## src/rtl/ltc2308_responder_pkg.sv

```systemverilog
// Shared types and constants for the LTC2308 responder model.
//   state_t      : responder frame state
//   CFG_*        : bit positions inside the 6-bit config word {S/D, O/S, S1, S0, UNI, SLP}
//   cfg_result() : selects and formats the channel value a config word asks for
package adc_pkg;

    localparam int unsigned ADC_BITS = 12;
    localparam int unsigned CFG_BITS = 6;
    localparam int unsigned NUM_CH   = 8;

    localparam logic [CFG_BITS-1:0] CFG_RESET = 6'b100010;

    localparam int unsigned CFG_SD  = 5;
    localparam int unsigned CFG_OS  = 4;
    localparam int unsigned CFG_S1  = 3;
    localparam int unsigned CFG_S0  = 2;
    localparam int unsigned CFG_UNI = 1;
    localparam int unsigned CFG_SLP = 0;

    typedef enum logic [1:0] {
        IDLE,
        CONVERT,
        READY,
        SHIFT
    } state_t;

    // Differential mode is not modelled and returns zero; bipolar mode
    // flips the MSB to turn offset binary into two's complement.
    function automatic logic [ADC_BITS-1:0] cfg_result(
        input logic [CFG_BITS-1:0]        cfg,
        input logic [NUM_CH*ADC_BITS-1:0] data
    );
        logic [2:0]          ch;
        logic [ADC_BITS-1:0] val;
        ch  = {cfg[CFG_S1], cfg[CFG_S0], cfg[CFG_OS]};
        val = data[ch*ADC_BITS +: ADC_BITS];
        if (!cfg[CFG_SD]) begin
            val = '0;
        end else if (!cfg[CFG_UNI]) begin
            val = val ^ 12'h800;
        end
        return val;
    endfunction

endpackage

```

## src/rtl/ltc2308_responder_if.sv

```systemverilog
// SPI link between the ADC scan controller (master) and the responder (slave).
//   ADC_CONVST : conversion start, driven by master
//   ADC_SCK    : serial clock, driven by master
//   ADC_SDI    : config word MSB first, driven by master
//   ADC_SDO    : conversion result MSB first, driven by slave
interface ltc2308_responder_if;
    logic ADC_CONVST;
    logic ADC_SCK;
    logic ADC_SDI;
    logic ADC_SDO;

    modport master (
        output ADC_CONVST,
        output ADC_SCK,
        output ADC_SDI,
        input  ADC_SDO
    );

    modport slave (
        input  ADC_CONVST,
        input  ADC_SCK,
        input  ADC_SDI,
        output ADC_SDO
    );
endinterface

```

## src/rtl/ltc2308_responder_edge_sync.sv

```systemverilog
// Multi-flop synchronizer with edge strobes.
//   clk, rst : system clock, asynchronous active-high reset
//   d        : asynchronous input
//   level    : synchronized level (STAGES clk behind d)
//   rise     : one-clk strobe on a synchronized 0->1 transition
//   fall     : one-clk strobe on a synchronized 1->0 transition
module edge_sync #(
    parameter int unsigned STAGES = 2
) (
    input  logic clk,
    input  logic rst,
    input  logic d,
    output logic level,
    output logic rise,
    output logic fall
);

    logic [STAGES-1:0] sync_q;
    logic              prev_q;

    always_ff @(posedge clk or posedge rst) begin
        if (rst) begin
            sync_q <= '0;
            prev_q <= 1'b0;
        end else begin
            sync_q[0] <= d;
            for (int unsigned i = 1; i < STAGES; i++) begin
                sync_q[i] <= sync_q[i-1];
            end
            prev_q <= sync_q[STAGES-1];
        end
    end

    assign level = sync_q[STAGES-1];
    assign rise  = level & ~prev_q;
    assign fall  = ~level & prev_q;

endmodule

```

## src/rtl/ltc2308_responder.sv

```systemverilog
// Device-side model of the LTC2308 8-channel 12-bit SPI ADC.
//   clk, rst  : system clock (>= 8x SCK), asynchronous active-high reset
//   adc       : SPI link (slave modport): CONVST, SCK, SDI in; SDO out
//   ch_data   : eight 12-bit channel values, ch n at [12n+11:12n]
//   busy      : high while a conversion is running
//   cfg_word  : last complete 6-bit config word captured
//   proto_err : one-clk pulse on any protocol violation
module ltc2308_responder
    import adc_pkg::*;
#(
    parameter int unsigned CONV_CYCLES = 64,
    parameter int unsigned SYNC_STAGES = 2
) (
    input  logic                        clk,
    input  logic                        rst,
    ltc2308_responder_if.slave          adc,
    input  logic [NUM_CH*ADC_BITS-1:0]  ch_data,
    output logic                        busy,
    output logic [CFG_BITS-1:0]         cfg_word,
    output logic                        proto_err
);

    localparam int unsigned TW = (CONV_CYCLES > 1) ? $clog2(CONV_CYCLES) : 1;

    logic cv_rise, cv_fall, sck_rise, sck_fall, sdi_level;
    logic unused_cv_level, unused_sck_level, unused_sdi_rise, unused_sdi_fall;

    state_t state_q, state_d;

    logic [ADC_BITS-1:0] conv_reg;
    logic [ADC_BITS-1:0] out_sr;
    logic [CFG_BITS-1:0] in_sr;
    logic [CFG_BITS-1:0] in_next;
    logic [2:0]          in_cnt;
    logic [3:0]          bit_cnt;
    logic [TW-1:0]       timer;
    logic                start_conv;
    logic                err_d;

    edge_sync #(.STAGES(SYNC_STAGES)) u_sync_convst (
        .clk   (clk),
        .rst   (rst),
        .d     (adc.ADC_CONVST),
        .level (unused_cv_level),
        .rise  (cv_rise),
        .fall  (cv_fall)
    );

    edge_sync #(.STAGES(SYNC_STAGES)) u_sync_sck (
        .clk   (clk),
        .rst   (rst),
        .d     (adc.ADC_SCK),
        .level (unused_sck_level),
        .rise  (sck_rise),
        .fall  (sck_fall)
    );

    edge_sync #(.STAGES(SYNC_STAGES)) u_sync_sdi (
        .clk   (clk),
        .rst   (rst),
        .d     (adc.ADC_SDI),
        .level (sdi_level),
        .rise  (unused_sdi_rise),
        .fall  (unused_sdi_fall)
    );

    // CONVST rise starts a conversion from every state except CONVERT.
    assign start_conv = cv_rise && (state_q != CONVERT);
    assign in_next    = {in_sr[CFG_BITS-2:0], sdi_level};

    always_ff @(posedge clk or posedge rst) begin
        if (rst) begin
            state_q <= IDLE;
        end else begin
            state_q <= state_d;
        end
    end

    always_comb begin
        state_d = state_q;
        case (state_q)
            IDLE:    if (cv_rise) state_d = CONVERT;
            CONVERT: if (timer == '0) state_d = READY;
            READY: begin
                if (cv_rise)      state_d = CONVERT;
                else if (cv_fall) state_d = SHIFT;
            end
            SHIFT:   if (cv_rise) state_d = CONVERT;
            default: state_d = IDLE;
        endcase
    end

    always_comb begin
        busy        = (state_q == CONVERT);
        adc.ADC_SDO = (state_q == SHIFT) && (bit_cnt < 4'(ADC_BITS)) && out_sr[ADC_BITS-1];
        err_d       = (cv_rise && (state_q == CONVERT || state_q == READY))
                   || (start_conv && !cfg_word[CFG_SD])
                   || ((state_q != SHIFT) && (sck_rise || sck_fall));
    end

    // cfg_word doubles as the active config: both are loaded from the same
    // completed shift and both reset to CFG_RESET, so one register serves.
    always_ff @(posedge clk or posedge rst) begin
        if (rst) begin
            conv_reg  <= '0;
            out_sr    <= '0;
            in_sr     <= '0;
            in_cnt    <= '0;
            bit_cnt   <= '0;
            timer     <= '0;
            cfg_word  <= CFG_RESET;
            proto_err <= 1'b0;
        end else begin
            proto_err <= err_d;
            if (start_conv) begin
                conv_reg <= cfg_result(cfg_word, ch_data);
                timer    <= TW'(CONV_CYCLES - 1);
            end else begin
                case (state_q)
                    CONVERT: begin
                        if (timer == '0) begin
                            out_sr <= conv_reg;
                        end else begin
                            timer <= timer - 1'b1;
                        end
                    end
                    READY: begin
                        if (cv_fall) begin
                            bit_cnt <= '0;
                            in_cnt  <= '0;
                        end
                    end
                    SHIFT: begin
                        if (sck_rise && in_cnt < 3'(CFG_BITS)) begin
                            in_sr  <= in_next;
                            in_cnt <= in_cnt + 1'b1;
                            if (in_cnt == 3'(CFG_BITS - 1)) begin
                                cfg_word <= in_next;
                            end
                        end
                        if (sck_fall && bit_cnt < 4'(ADC_BITS)) begin
                            out_sr  <= {out_sr[ADC_BITS-2:0], 1'b0};
                            bit_cnt <= bit_cnt + 1'b1;
                        end
                    end
                    default: ;
                endcase
            end
        end
    end

endmodule

```

## src/flat_wrapper.sv

```systemverilog
// flat-port wrapper written by rule: the top's interface ports become plain ports
module ltc2308_responder_flat import adc_pkg::*;
#(
    parameter int unsigned CONV_CYCLES = 64,
    parameter int unsigned SYNC_STAGES = 2
)
  (clk, rst, ch_data, busy, cfg_word, proto_err, adc_ADC_CONVST, adc_ADC_SCK, adc_ADC_SDI, adc_ADC_SDO);
  ltc2308_responder_if adc_i ();
  input  logic clk;
  input  logic rst;
  input  logic [NUM_CH*ADC_BITS-1:0] ch_data;
  output logic busy;
  output logic [CFG_BITS-1:0] cfg_word;
  output logic proto_err;
  input wire logic [$bits(adc_i.ADC_CONVST)-1:0] adc_ADC_CONVST;
  input wire logic [$bits(adc_i.ADC_SCK)-1:0] adc_ADC_SCK;
  input wire logic [$bits(adc_i.ADC_SDI)-1:0] adc_ADC_SDI;
  output wire logic [$bits(adc_i.ADC_SDO)-1:0] adc_ADC_SDO;
  assign adc_i.ADC_CONVST = adc_ADC_CONVST;
  assign adc_i.ADC_SCK = adc_ADC_SCK;
  assign adc_i.ADC_SDI = adc_ADC_SDI;
  assign adc_ADC_SDO = adc_i.ADC_SDO;
  ltc2308_responder #(.CONV_CYCLES(CONV_CYCLES), .SYNC_STAGES(SYNC_STAGES)) u_core (.clk(clk), .rst(rst), .adc(adc_i), .ch_data(ch_data), .busy(busy), .cfg_word(cfg_word), .proto_err(proto_err));
endmodule
```

## config.mk

```make
export PLATFORM = sky130hd
export DESIGN_NAME = ltc2308_responder_flat
export DESIGN_NICKNAME = d
export VERILOG_FILES = /design/src/rtl/ltc2308_responder_pkg.sv /design/src/rtl/ltc2308_responder_if.sv /design/src/rtl/ltc2308_responder_edge_sync.sv /design/src/rtl/ltc2308_responder.sv /design/src/flat_wrapper.sv
export SDC_FILE = /design/constraint.sdc
export NUM_CORES = 1
export LEC_CHECK = 0
export ABC_AREA = 1
export CORE_UTILIZATION = 40
export CTS_CLUSTER_DIAMETER = 200
export DETAILED_ROUTE_END_ITERATION = 6
export PLACE_DENSITY = 0.7
export REMOVE_ABC_BUFFERS = 1
export SKIP_LAST_GASP = 1
export SLEW_MARGIN = 20
export SYNTH_ARGS = -nofsm -noshare
export SYNTH_HDL_FRONTEND = slang
export SYNTH_SLANG_ARGS = --single-unit
```

## constraint.sdc

```tcl
create_clock -name clk -period 2.6 [get_ports clk]
set_clock_uncertainty 0.05 [all_clocks]
set_input_delay 0.39 -clock clk [delete_from_list [all_inputs] [get_ports clk]]
set_output_delay 0.39 -clock clk [all_outputs]
set_load 0.1 [all_outputs]
```

==> impl_metrics.toml, run 1 <==
[outcome]
status = "complete, no violations"

[synth]
synth_area_mm2 = 0.00358
synth-seq-cells = 59
synth_most_common_cell = "nand2_1"
avgSynthCellArea_um2 = 7.81
synth_ff_type = "dfrtp_1"
ys_types = 33
yosysWarnings = 0
synthArstFlopShare_pct = 100
synth_edf_count = 0
synth.top_cell.area_share_pct = 39.9
synth_area_leaders = "dfrtp_1 40%, nand2_1 9.2%, nor2_1 7.5%"
synth_cells = 458
synth_top_cells_by_count = "88 x nand2_1, 71 x nor2_1, 57 x dfrtp_1"
synth_top_cell_by_area = "dfrtp_1"
ys_seq_area_share_pct = 41.4

[clock_network]
hold_buffers = 0
cts_setup_buffers = 0
cts.sinks = 59
cts_buffers = 9
htreeDepth = 3
clk_pin_slew_ns = 0.07
cts_tree = "done"
cts-root-buf = "clkbuf_8"
clk_latency_ns = 0.34
cts.path.max_buffers = 2
post_cts_resized = 0

[placement]
pre_cts_ws_ns = 0.611
placedCellCount = 656
portBuffers = 109
gp_congestion = 0.818
dp_hpwl_um = 6440
placed_area_mm2 = 0.00471

[floorplan]
dieArea_mm2 = 0.00932
die_y_um = 96.6
coreArea_mm2 = 0.00868
rows = 34
die_w_um = 96.6
start_util_pct = 41.2
ios = 110

[sta]
drv_slew = 0
finalHoldViolCount = 0
setup_violations = 0
rsz0062_at_grt = "no"
tightest_slew_ns = 0.695
max_freq_mhz = 456
post-route-period-util_pct = 84.4
maxSlewHeadroom_pct = 53.6
layout_setup_ws_ns = 0.406
fin_crit_ns = 2.19

[global_route]
grt_pass1_wl_um = 14500
grtUsageTotal_pct = 20.3
first_global_vias = 3162
grt_overflow = 0
grt_max_degree = 50
antenna_found_initial = 0

[layout]
nNetsFinal = 671
antenna_cells = 0
design_area_mm2 = 0.00495
drive_gt1_share_pct = 9.93
fin_cells = 672
area_growth_pct = 38.4

[drt]
drc = 0
ant_nets = 0
wirelength_um = 8710
first_pass_iters = 5
drt-wirelength-per-cell_um = 13.0
via_count = 3327
via_per_inst = 4.95
drt_iter0_drc = 129

[power_and_ir_drop]
p_leak_nw = 2.21
total_power_mw = 3.15
powerDensity_mw_per_mm2 = 637
peakVddDrop_v = 0.000328

[critical_path]
crit_required_ns = 2.16
critPathArrivalTime_ns = 1.75
critPathKind = "register to output pin"
slowest_delay_ns = 0.42
cp-start-kind = "register"
cp_num_buf_inv = 2
crit_family = "buffers and inverters"
crit_path_end_kind = "output pin"
cp_cell_sequence = "ha_1, buf_4, and3_1, buf_12"
cp_slowest_cell = "dfrtp_1"
r2r_setup_slack_ns = 0.62
cp_max_fo = 17

[flow_run]
max_cap_violations = 0

[worst_hold_path]
hp-class = "register to register"
placed cells by master, fill, tap and decap left out, drive strengths merged:
| cell | synthesis | routed |
|---|---|---|
| a21boi | 1 | 1 |
| nand3b | 1 | 1 |
| clkbuf | 8 | 9 |
| or2 | 2 | 2 |
| nand4 | 5 | 5 |
| buf | 17 | 15 |
| o21ai | 81 | 81 |
| bufinv | 0 | 3 |
| clkinv | 0 | 3 |
| inv | 39 | 39 |
| clkdlybuf4s50 | 0 | 100 |
| dfrtp | 57 | 57 |
| a21oi | 3 | 3 |
| nor2 | 74 | 74 |
| dfstp | 2 | 2 |
| o221ai | 1 | 1 |
| xor2 | 5 | 5 |
| o211ai | 22 | 22 |
| a22oi | 1 | 1 |
| clkinvlp | 0 | 1 |
| nand2 | 91 | 91 |
| ha | 11 | 11 |
| mux2i | 11 | 11 |
| nand3 | 25 | 25 |
| and3 | 1 | 1 |
per-stage QoR:
stage / setup TNS, ns / util [%] / hold WS (ns)
floorplan: -3.74 / - / 0.281
global placement: 0 / 54.3 / 0.282
detailed placement: 0 / 54.3 / 0.285
CTS: 0 / 57.0 / 0.302
global route: 0 / 57.0 / 0.314
finish: 0 / 57.0 / 0.300
kinds of logic (layout without fill, tap and decap cells):
group                    Yosys count  after routing  synth area share, %
buffers and inverters             64            170                 8.71
adder cells (fa/ha/maj)           11             11                 3.85
flip-flops                        59             59                 41.4
multiplexers                      11             11                 3.08
AO/OA/AOI/OAI                    109            109                 18.2
XOR/XNOR                           5              5                 1.22
AND/OR/NAND/NOR                  199            199                 23.6
cell type report:
type,instances,area [um2]
Multi-Input combinational cell,335,1790
Timing Repair Buffer,115,1160
Fill cell,797,3730
Clock inverter,7,116
Inverter,39,146
Clock buffer,9,124
Tap cell,108,135
Sequential cell,59,1480
final timing paths:
check | startpoint | end | depth (start not counted)
max | u_core.state_q[0] | adc_ADC_SDO | 4
min | u_core.u_sync_sdi.sync_q[0] | u_core.u_sync_sdi.sync_q[1] | 0
max reg2reg | u_core.state_q[1] | u_core.out_sr[11] | 7
min reg2reg | u_core.u_sync_sdi.sync_q[0] | u_core.u_sync_sdi.sync_q[1] | 0
max in group asynchronous | rst | u_core.in_cnt[2] | 3
min in group asynchronous | rst | u_core.u_sync_sdi.sync_q[1] | 2
power by group:
group	internal, mW	switching, mW
clock network	0.634	0.363
logic	0.391	0.651
registers	1.04	0.0785
total	2.06	1.09
per-layer routing:
layer / routed length (um) / GRT usage [%] / up-vias
met5: 0 / 0 / -
met3: 388 / 5.40 / 12
met4: 136 / 5.64 / 0
li1: - / - / 1715
met1: 3890 / 24.2 / 1522
met2: 4290 / 36.0 / 78
No activity file was read; power rests on OpenSTA's default activity.
==> inputs of run 2 (changes only) <==
--- a/config.mk
+++ b/config.mk
@@ -9,7 +9,7 @@
 export CORE_UTILIZATION = 40
 export CTS_CLUSTER_DIAMETER = 200
 export DETAILED_ROUTE_END_ITERATION = 6
-export PLACE_DENSITY = 0.7
+export PLACE_DENSITY = 0.73
 export REMOVE_ABC_BUFFERS = 1
 export SKIP_LAST_GASP = 1
 export SLEW_MARGIN = 20
==> constraint.sdc (replaced) <==
create_clock -name clk -period 1.9 [get_ports clk]
set_clock_uncertainty 0.05 [all_clocks]
set_input_delay 0.285 -clock clk [delete_from_list [all_inputs] [get_ports clk]]
set_output_delay 0.285 -clock clk [all_outputs]
set_load 0.1 [all_outputs]
==> impl_metrics.toml, run 2 (synthesis gave the netlist of run 1 again) <==
[critical_path]
critPathArrivalTime_ns = 1.50
rr_startpoint = "u_core.state_q[1]"
critPathKind = "register to output pin"
rr_worst_depth = 7
crit_path_end_kind = "output pin"
cp-endpoint = "adc_ADC_SDO"
r2r_setup_slack_ns = 0.15
crit_required_ns = 1.56
cp_max_fo = 8
worstReg2RegEnd = "u_core.cfg_word[0]"
crit_start = "u_core.state_q[0]"
cp-start-kind = "register"

[flow_run]
max_cap_violations = 0

[layout]
final_util_pct = 58.2
drive_gt1_share_pct = 10.9
layout_common_cells = "100 x clkdlybuf4s50_1, 88 x nand2_1, 71 x nor2_1"
nNetsFinal = 676
nFillCells = 786
antenna_cells = 0
final_common_cell = "clkdlybuf4s50_1"
area_growth_pct = 41.4
design_area_mm2 = 0.00505
fin_cells = 677

[drt]
first_pass_iters = 4
drt_iter0_drc = 128
via_count = 3433
wl_met1_um = 3980
highest_layer = "met4"
drt-wirelength-per-cell_um = 13.3
wl_met3_um = 403
drc = 0
wirelength_um = 9000
ant_nets = 0
via_per_inst = 5.07
wl_met2_um = 4470

[global_route]
grt_overflow = 0
grt_max_degree = 60
antenna_found_initial = 0
grt_pass1_wl_um = 15000
grtUsageTotal_pct = 20.9
first_global_vias = 3335

[floorplan]
die_y_um = 96.6
rows = 34
start_util_pct = 41.2
dieArea_mm2 = 0.00932
die_w_um = 96.6
coreArea_mm2 = 0.00868
ios = 110

[clock_network]
cts_buffers = 9
cts-root-buf = "clkbuf_8"
clk_pin_slew_ns = 0.07
cts_tree = "done"
cts.sinks = 59
cts.path.max_buffers = 2
clk_latency_ns = 0.34
htreeDepth = 3
cts_setup_buffers = 0

[sta]
tightest_slew_ns = 0.481
maxSlewHeadroom_pct = 67.9
max_freq_mhz = 545
finalHoldViolCount = 0
rsz0062_at_grt = "no"
finalSetupTns_ns = 0
fin_crit_ns = 1.83
setup_violations = 0
drv_slew = 0
post-route-period-util_pct = 96.6

[placement]
portBuffers = 109
placedCellCount = 660
placed_area_mm2 = 0.00481
gp_congestion = 0.806
dp_hpwl_um = 6450

[power_and_ir_drop]
peakVddDrop_v = 0.000476
powerDensity_mw_per_mm2 = 858
p_leak_nw = 2.23

[worst_hold_path]
hp-class = "primary input to async pin"

[outcome]
status = "complete, no violations"
run 2: cell types whose count changed in the layout (fill, tap and decap cells not counted), sizes merged:
cell      delta
nand4        +1
bufinv       -1
clkinvlp     +2
buf          +4
clkinv       -1
run 2: worst min path at each step:
stage	startpoint	cells after the start	to
final	rst	3	u_core.in_cnt[1]
after global routing	rst	3	u_core.in_sr[1]
after CTS	rst	3	u_core.in_sr[1]
after detailed placement	u_core.u_sync_sdi.sync_q[0]	0	u_core.u_sync_sdi.sync_q[1]
after global placement	u_core.u_sync_sdi.sync_q[0]	0	u_core.u_sync_sdi.sync_q[1]
after floorplan	adc_ADC_CONVST	0	u_core.u_sync_convst.sync_q[0]
run 2: metrics by stage:
step / total power [mW] / setup slack (ns) / hold WS (ns)
floorplan: 2.52 / -1.04 / 0.266
global placement: 2.98 / 0.170 / 0.284
detailed placement: 3.04 / 0.0703 / 0.285
CTS: 4.30 / 0.0525 / 0.273
global route: 4.61 / 0.0105 / 0.308
finish: 4.34 / 0.0655 / 0.266
run 2: area by class of cell:
| cell class | instances | area (um2) | share of cell area [%] |
|---|---|---|---|
| multi-input cells | 336 | 1810 | 35.8 |
| flip-flops and latches | 59 | 1480 | 29.3 |
| repair buffers | 119 | 1270 | 25.1 |
| inverters | 39 | 146 | 2.90 |
| well taps | 108 | 135 | 2.67 |
| clock buffers | 9 | 124 | 2.45 |
| clock inverters | 7 | 92.6 | 1.83 |
run 2: metal layers:
metal | track usage (%) | up-vias
li1 | - | 1726
met1 | 25.4 | 1610
met2 | 36.5 | 82
met3 | 4.69 | 15
met4 | 6.62 | 0
met5 | 0 | -
run 2: worst max-delay path, cell delays in order, from the launching register on:
cell and delay, ns:
dfrtp_1 0.43, ha_2 0.29, and3_1 0.25, buf_12 0.19
run 2: repair_timing:
item,4_1_cts,5_1_grt
hold buffers,0,0
pin swaps,0,1
endpoints found under the setup margin,1,12
gates cloned,0,1
resized for setup,1,1
run 2: power by group:
group | total, mW | internal [mW] | switching (mW)
Combinational | 1.57 | 0.609 | 0.962
Clock | 1.24 | 0.732 | 0.505
Sequential | 1.53 | 1.42 | 0.113
